## src/rtl/dpram_param.sv

```systemverilog
// dpram_param: parametrised true dual-port synchronous RAM shared by two masters.
// Each port has an access enable and byte-enable writes. Same-port read-during-write
// behaviour is selectable, and an optional output register can be added. Same-address
// write collisions are resolved per byte and reported. A sequential engine zero-fills
// the array. The storage array itself is never touched by reset.
module dpram_param #(
    parameter int DATA_W    = 32,
    parameter int ADDR_W    = 3,
    parameter int RDW_MODE  = 0,
    parameter int OUT_REG   = 0,
    parameter int COLL_PRIO = 0
) (
    input  logic                  clock,
    input  logic                  reset,
    input  logic                  en1,
    input  logic                  en2,
    input  logic                  we1,
    input  logic                  we2,
    input  logic [DATA_W/8-1:0]   be1,
    input  logic [DATA_W/8-1:0]   be2,
    input  logic [ADDR_W-1:0]     addr1,
    input  logic [ADDR_W-1:0]     addr2,
    input  logic [DATA_W-1:0]     din1,
    input  logic [DATA_W-1:0]     din2,
    output logic [DATA_W-1:0]     dout1,
    output logic [DATA_W-1:0]     dout2,
    output logic                  dvalid1,
    output logic                  dvalid2,
    input  logic                  clear_start,
    output logic                  busy,
    output logic                  collision,
    output logic [7:0]            coll_count
);

    localparam int NB    = DATA_W / 8;
    localparam int DEPTH = 2 ** ADDR_W;
    localparam logic [ADDR_W-1:0] CTR_LAST = {ADDR_W{1'b1}};

    typedef enum logic {
        ST_IDLE  = 1'b0,
        ST_CLEAR = 1'b1
    } clr_state_t;

    // Overlay the enabled bytes of wdata onto base.
    function automatic logic [DATA_W-1:0] merge_bytes(
        input logic [DATA_W-1:0] base,
        input logic [DATA_W-1:0] wdata,
        input logic [NB-1:0]     be
    );
        logic [DATA_W-1:0] res;
        res = base;
        for (int i = 0; i < NB; i++) begin
            if (be[i]) begin
                res[8*i +: 8] = wdata[8*i +: 8];
            end else begin
                res[8*i +: 8] = base[8*i +: 8];
            end
        end
        return res;
    endfunction

    logic [DATA_W-1:0] mem_r [DEPTH];

    clr_state_t        state_r;
    clr_state_t        state_next_s;
    logic [ADDR_W-1:0] clr_ctr_r;
    logic [ADDR_W-1:0] clr_ctr_next_s;
    logic              busy_r;
    logic              busy_next_s;

    logic              acc1_s;
    logic              acc2_s;
    logic              wr1_s;
    logic              wr2_s;
    logic              same_addr_s;
    logic              coll_hit_s;
    logic [DATA_W-1:0] old1_s;
    logic [DATA_W-1:0] old2_s;
    logic [DATA_W-1:0] new1_s;
    logic [DATA_W-1:0] new2_s;
    logic [DATA_W-1:0] coll_word_s;
    logic [DATA_W-1:0] rd1_s;
    logic [DATA_W-1:0] rd2_s;

    logic              collision_r;
    logic [7:0]        coll_count_r;

    // The clear engine owns the array while busy, so port accesses are suppressed.
    assign acc1_s      = en1 & ~busy_r;
    assign acc2_s      = en2 & ~busy_r;
    assign wr1_s       = acc1_s & we1;
    assign wr2_s       = acc2_s & we2;
    assign same_addr_s = wr1_s & wr2_s & (addr1 == addr2);
    assign coll_hit_s  = same_addr_s & (|(be1 & be2));

    assign old1_s = mem_r[addr1];
    assign old2_s = mem_r[addr2];

    // Per-port merged words plus the collision word (loser applied first, winner on top).
    always_comb begin
        new1_s = merge_bytes(old1_s, din1, be1);
        new2_s = merge_bytes(old2_s, din2, be2);
        if (COLL_PRIO != 0) begin
            coll_word_s = merge_bytes(new1_s, din2, be2);
        end else begin
            coll_word_s = merge_bytes(new2_s, din1, be1);
        end
    end

    // Read data per port: pre-write word unless write-first mode on the writing port.
    always_comb begin
        rd1_s = old1_s;
        rd2_s = old2_s;
        if (RDW_MODE != 0) begin
            if (wr1_s) begin
                rd1_s = same_addr_s ? coll_word_s : new1_s;
            end else begin
                rd1_s = old1_s;
            end
            if (wr2_s) begin
                rd2_s = same_addr_s ? coll_word_s : new2_s;
            end else begin
                rd2_s = old2_s;
            end
        end else begin
            rd1_s = old1_s;
            rd2_s = old2_s;
        end
    end

    // Storage array: clear-engine zero fill, or port writes (merged when addresses collide).
    always_ff @(posedge clock) begin
        if (state_r == ST_CLEAR) begin
            mem_r[clr_ctr_r] <= {DATA_W{1'b0}};
        end else if (same_addr_s) begin
            mem_r[addr1] <= coll_word_s;
        end else begin
            if (wr1_s) begin
                mem_r[addr1] <= new1_s;
            end
            if (wr2_s) begin
                mem_r[addr2] <= new2_s;
            end
        end
    end

    // Clear engine next-state: walk every address once, then return to idle.
    always_comb begin
        state_next_s   = state_r;
        clr_ctr_next_s = clr_ctr_r;
        case (state_r)
            ST_IDLE: begin
                if (clear_start) begin
                    state_next_s   = ST_CLEAR;
                    clr_ctr_next_s = {ADDR_W{1'b0}};
                end else begin
                    state_next_s   = ST_IDLE;
                end
            end
            ST_CLEAR: begin
                if (clr_ctr_r == CTR_LAST) begin
                    state_next_s   = ST_IDLE;
                    clr_ctr_next_s = {ADDR_W{1'b0}};
                end else begin
                    clr_ctr_next_s = clr_ctr_r + ADDR_W'(1);
                end
            end
            default: begin
                state_next_s   = ST_IDLE;
                clr_ctr_next_s = {ADDR_W{1'b0}};
            end
        endcase
        busy_next_s = (state_next_s == ST_CLEAR);
    end

    // Clear engine state, address counter and registered busy flag.
    always_ff @(posedge clock or negedge reset) begin
        if (!reset) begin
            state_r   <= ST_IDLE;
            clr_ctr_r <= {ADDR_W{1'b0}};
            busy_r    <= 1'b0;
        end else begin
            state_r   <= state_next_s;
            clr_ctr_r <= clr_ctr_next_s;
            busy_r    <= busy_next_s;
        end
    end

    // Collision pulse and saturating collision counter.
    always_ff @(posedge clock or negedge reset) begin
        if (!reset) begin
            collision_r  <= 1'b0;
            coll_count_r <= 8'd0;
        end else begin
            collision_r <= coll_hit_s;
            if (coll_hit_s && (coll_count_r != 8'hFF)) begin
                coll_count_r <= coll_count_r + 8'd1;
            end else begin
                coll_count_r <= coll_count_r;
            end
        end
    end

    generate
        if (OUT_REG != 0) begin : g_out_reg
            logic [DATA_W-1:0] stg1_r;
            logic [DATA_W-1:0] stg2_r;
            logic              stg_v1_r;
            logic              stg_v2_r;

            // Two-stage read return: capture stage, then output register.
            always_ff @(posedge clock or negedge reset) begin
                if (!reset) begin
                    stg1_r   <= {DATA_W{1'b0}};
                    stg2_r   <= {DATA_W{1'b0}};
                    stg_v1_r <= 1'b0;
                    stg_v2_r <= 1'b0;
                    dout1    <= {DATA_W{1'b0}};
                    dout2    <= {DATA_W{1'b0}};
                    dvalid1  <= 1'b0;
                    dvalid2  <= 1'b0;
                end else begin
                    stg_v1_r <= acc1_s;
                    stg_v2_r <= acc2_s;
                    if (acc1_s) begin
                        stg1_r <= rd1_s;
                    end
                    if (acc2_s) begin
                        stg2_r <= rd2_s;
                    end
                    dvalid1 <= stg_v1_r;
                    dvalid2 <= stg_v2_r;
                    if (stg_v1_r) begin
                        dout1 <= stg1_r;
                    end
                    if (stg_v2_r) begin
                        dout2 <= stg2_r;
                    end
                end
            end
        end else begin : g_no_out_reg
            // Single-stage read return; dout holds between accesses.
            always_ff @(posedge clock or negedge reset) begin
                if (!reset) begin
                    dout1   <= {DATA_W{1'b0}};
                    dout2   <= {DATA_W{1'b0}};
                    dvalid1 <= 1'b0;
                    dvalid2 <= 1'b0;
                end else begin
                    dvalid1 <= acc1_s;
                    dvalid2 <= acc2_s;
                    if (acc1_s) begin
                        dout1 <= rd1_s;
                    end
                    if (acc2_s) begin
                        dout2 <= rd2_s;
                    end
                end
            end
        end
    endgenerate

    assign busy       = busy_r;
    assign collision  = collision_r;
    assign coll_count = coll_count_r;

endmodule

```

## config.mk

```make
export PLATFORM = sky130hd
export DESIGN_NAME = dpram_param
export DESIGN_NICKNAME = d
export VERILOG_FILES = /design/src/rtl/dpram_param.sv
export SDC_FILE = /design/constraint.sdc
export NUM_CORES = 1
export LEC_CHECK = 0
export ABC_AREA = 0
export BUFFER_PORTS_ARGS = -buffer_cell sky130_fd_sc_hd__buf_2
export CAP_MARGIN = 5
export CORE_MARGIN = 4
export CORE_UTILIZATION = 55
export DETAILED_ROUTE_END_ITERATION = 12
export PLACE_DENSITY = 0.77
export SYNTH_ARGS = -nofsm -noshare
export SYNTH_HDL_FRONTEND = slang
export SYNTH_SLANG_ARGS = --single-unit
```

## constraint.sdc

```tcl
create_clock -name clock -period 4 [get_ports clock]
set_input_delay 1 -clock clock [delete_from_list [all_inputs] [get_ports clock]]
set_output_delay 1 -clock clock [all_outputs]
set_load 0.05 [all_outputs]
```

==> impl_metrics.yaml <==
sta:
  rsz0062_at_grt: "no"
  period_minus_slack_ns: 3.29
  fin_worst_skew_ns: 0.0120
  max_freq_mhz: 304
  setup_viol: 0
  worstMarginPinSlew_ns: 1.17
  drv_slew: 0
  worst_slew_margin_rel_pct: 22.3
  fin_crit_sh_pct: 82.2
  final_hold_viol_count: 0
  holdWs_ns: 0.469
min_path:
  worst_hold_path_type: "flip-flop to flip-flop"
  whs_path_depth: 2
yosys:
  syn_area_mm2: 0.0201
  yosys.area.top_type_share_pct: 38.3
  yosysUniqueCellTypes: 64
  yosysTopAreaCell: "edfxtp_1"
  synthCells: 1753
  ys_ff_latch: 335
  netlist_top_cells_area: "edfxtp_1 38%, o221ai_1 10%, dfrtp_1 9.9%"
  seq_area_frac_synth_pct: 48.2
  yosys_warnings: 0
  syn_area_per_cell_um2: 11.4
  yosys-top-cells-count: "364 x nand2_1, 256 x edfxtp_1, 237 x o221ai_1"
  yosysMostFrequentCell: "nand2_1"
  syn-num-nets: 1841
  ys_async_sr_fraction_pct: 23.6
  synth_edf_count: 256
  synthFlopType: "edfxtp_1"
pwr:
  fin_total_pwr_mw: 13.3
  irDropWorstVdd_mv: 0.432
  power.density_mw_per_mm2: 585
  p_leak_nw: 8.51
detailed_routing:
  wl_per_cell_um: 29.5
  vias: 17829
  viasPerCell: 7.40
  drt_pass1_iterations: 8
  drc: 0
  wirelength_mm: 71.1
  first_iter_violations: 3150
  ant_nets: 0
clock_network:
  clock_path_buffers: 3
  holdBufCountCts: 0
  worst_skew_pair.late_latency_ns: 0.53
  cts-root-buf: "clkbuf_16"
  cts_resized: 0
  cts.htree.levels: 2
  clk_pin_slew_worst_paths_ns: 0.06
  cts_tree: "yes"
  cts_sinks: 335
  cts_setup_buffers: 0
  numCtsBuffers: 37
worst_setup_path:
  reg2reg_depth: 5
  cp_max_fo: 18
  startpoint_type: "flip-flop"
  crit_type: "flip-flop to flip-flop"
  arrival_ns: 3.53
  r2r_slack_ns: 0.71
  crit_required_ns: 4.25
  endpoint_kind: "flip-flop"
floorplanning:
  die_area_mm2: 0.0396
  pin_count: 161
  design.core.area_mm2: 0.0357
  rows: 69
  start_util_pct: 56.1
  fp.dieH_um: 199
  die_w_um: 199
final_layout:
  multi_input_area_mm2: 0.00976
  stdcell_area_mm2: 0.0228
  nNetsFinal: 2006
  final_util_pct: 63.8
  syn2layout_area_growth_pct: 13.7
  final.fill_count: 2752
  drive_gt1_share_pct: 23.5
  seq_area_mm2: 0.00966
global_routing:
  grt_pass1_vias: 17713
  grt_pass1_wl_mm: 105
  grt_use_total_pct: 35.3
  antenna_found_initial: 4
  grt_max_degree: 73
  grt_overflow_total: 0
place:
  gp_congestion: 1.03
  dp.final_hpwl_mm: 46.6
  io_buffers: 160
  dpl_cell_area_mm2: 0.0217
flow_run:
  maxCapViolCount: 0
run_status:
  status: "finished, final reports clean"
[power by group]
group          internal, mW  switching [mW]
sequential             4.90           0.509
combinational          1.32            3.31
clock                  1.88            1.42
[worst paths after layout]
kind | startpoint | endpoint
worst max-delay path | busy | mem_r[7][30]
worst min-delay path | dout2[10] | dout2[10]
worst max register to register | busy | mem_r[7][30]
worst min register to register | dout2[10] | dout2[10]
max in group asynchronous | reset | dout2[31]
min in group asynchronous | reset | dout1[18]
[per-stage QoR]
step	worst slack, ns	TNS [ns]	instances
after CTS	0.880	0	2407
after global placement	0.497	0	2340
after global routing	0.712	0	2409
final	0.713	0	2409
after detailed placement	0.457	0	2340
after floorplan	-0.772	-49.39	1753
[final cells by class]
type | count | area share [%]
multi-input combinational | 1276 | 42.8
sequential | 335 | 42.4
timing repair buffer | 254 | 7.05
tap | 461 | 2.53
antenna | 2 | 0.0219
inverter | 14 | 0.230
clock buffer | 49 | 4.34
clock inverter | 18 | 0.642
[layer usage]
metal  vias up  global-route usage [%]  part of all wire [%]
li1       7369                       -                     -
met1      8445                    46.5                    34
met2      1593                    53.0                    44
met3       418                    10.5                    15
met4         4                    19.2                   6.7
met5         -                       0                 0.028
[state kept, by name (all words and copies together), names as in the netlist, 3 cells and up]
register and flops:
clr_ctr_r 3, coll_count 8, dout1 32, dout2 32, mem_r 256
[worst max-delay path, stage by stage, from the launching register on]
cell and delay, ns:
dfrtp_1 0.54, and3b_1 0.75, o41ai_4 0.27, nor2_1 0.91, buf_4 0.37, o221ai_1 0.14
[placed cells by master (no fill, tap or decap), types with 10 or more instances in the layout]
cell type and instances:
o21ai_0 61, clkbuf_16 37, inv_1 14, dfrtp_1 79
o221ai_1 237, nor3_1 13, o211ai_1 14, buf_4 90
mux2i_2 14, a31oi_1 12, buf_2 156, o21ai_1 30
and3_1 16, o22a_1 20, nand2b_1 28, a21oi_1 19
o22ai_1 60, mux2i_1 139, mux4_2 64, nand2_1 364
clkbuf_1 10, edfxtp_1 256, o31ai_2 22, nor2_1 56
[logic make-up after synthesis]
family / after synthesis / synth area share (%)
AO/OA/AOI/OAI: 516 / 20.0
XOR/XNOR: 11 / 0.761
adder cells (fa/ha/maj): 3 / 0.187
buffers and inverters: 142 / 3.62
flip-flops: 335 / 48.2
multiplexers: 229 / 16.2
AND/OR/NAND/NOR: 517 / 11.0
Power figures use the tool's default switching activity.
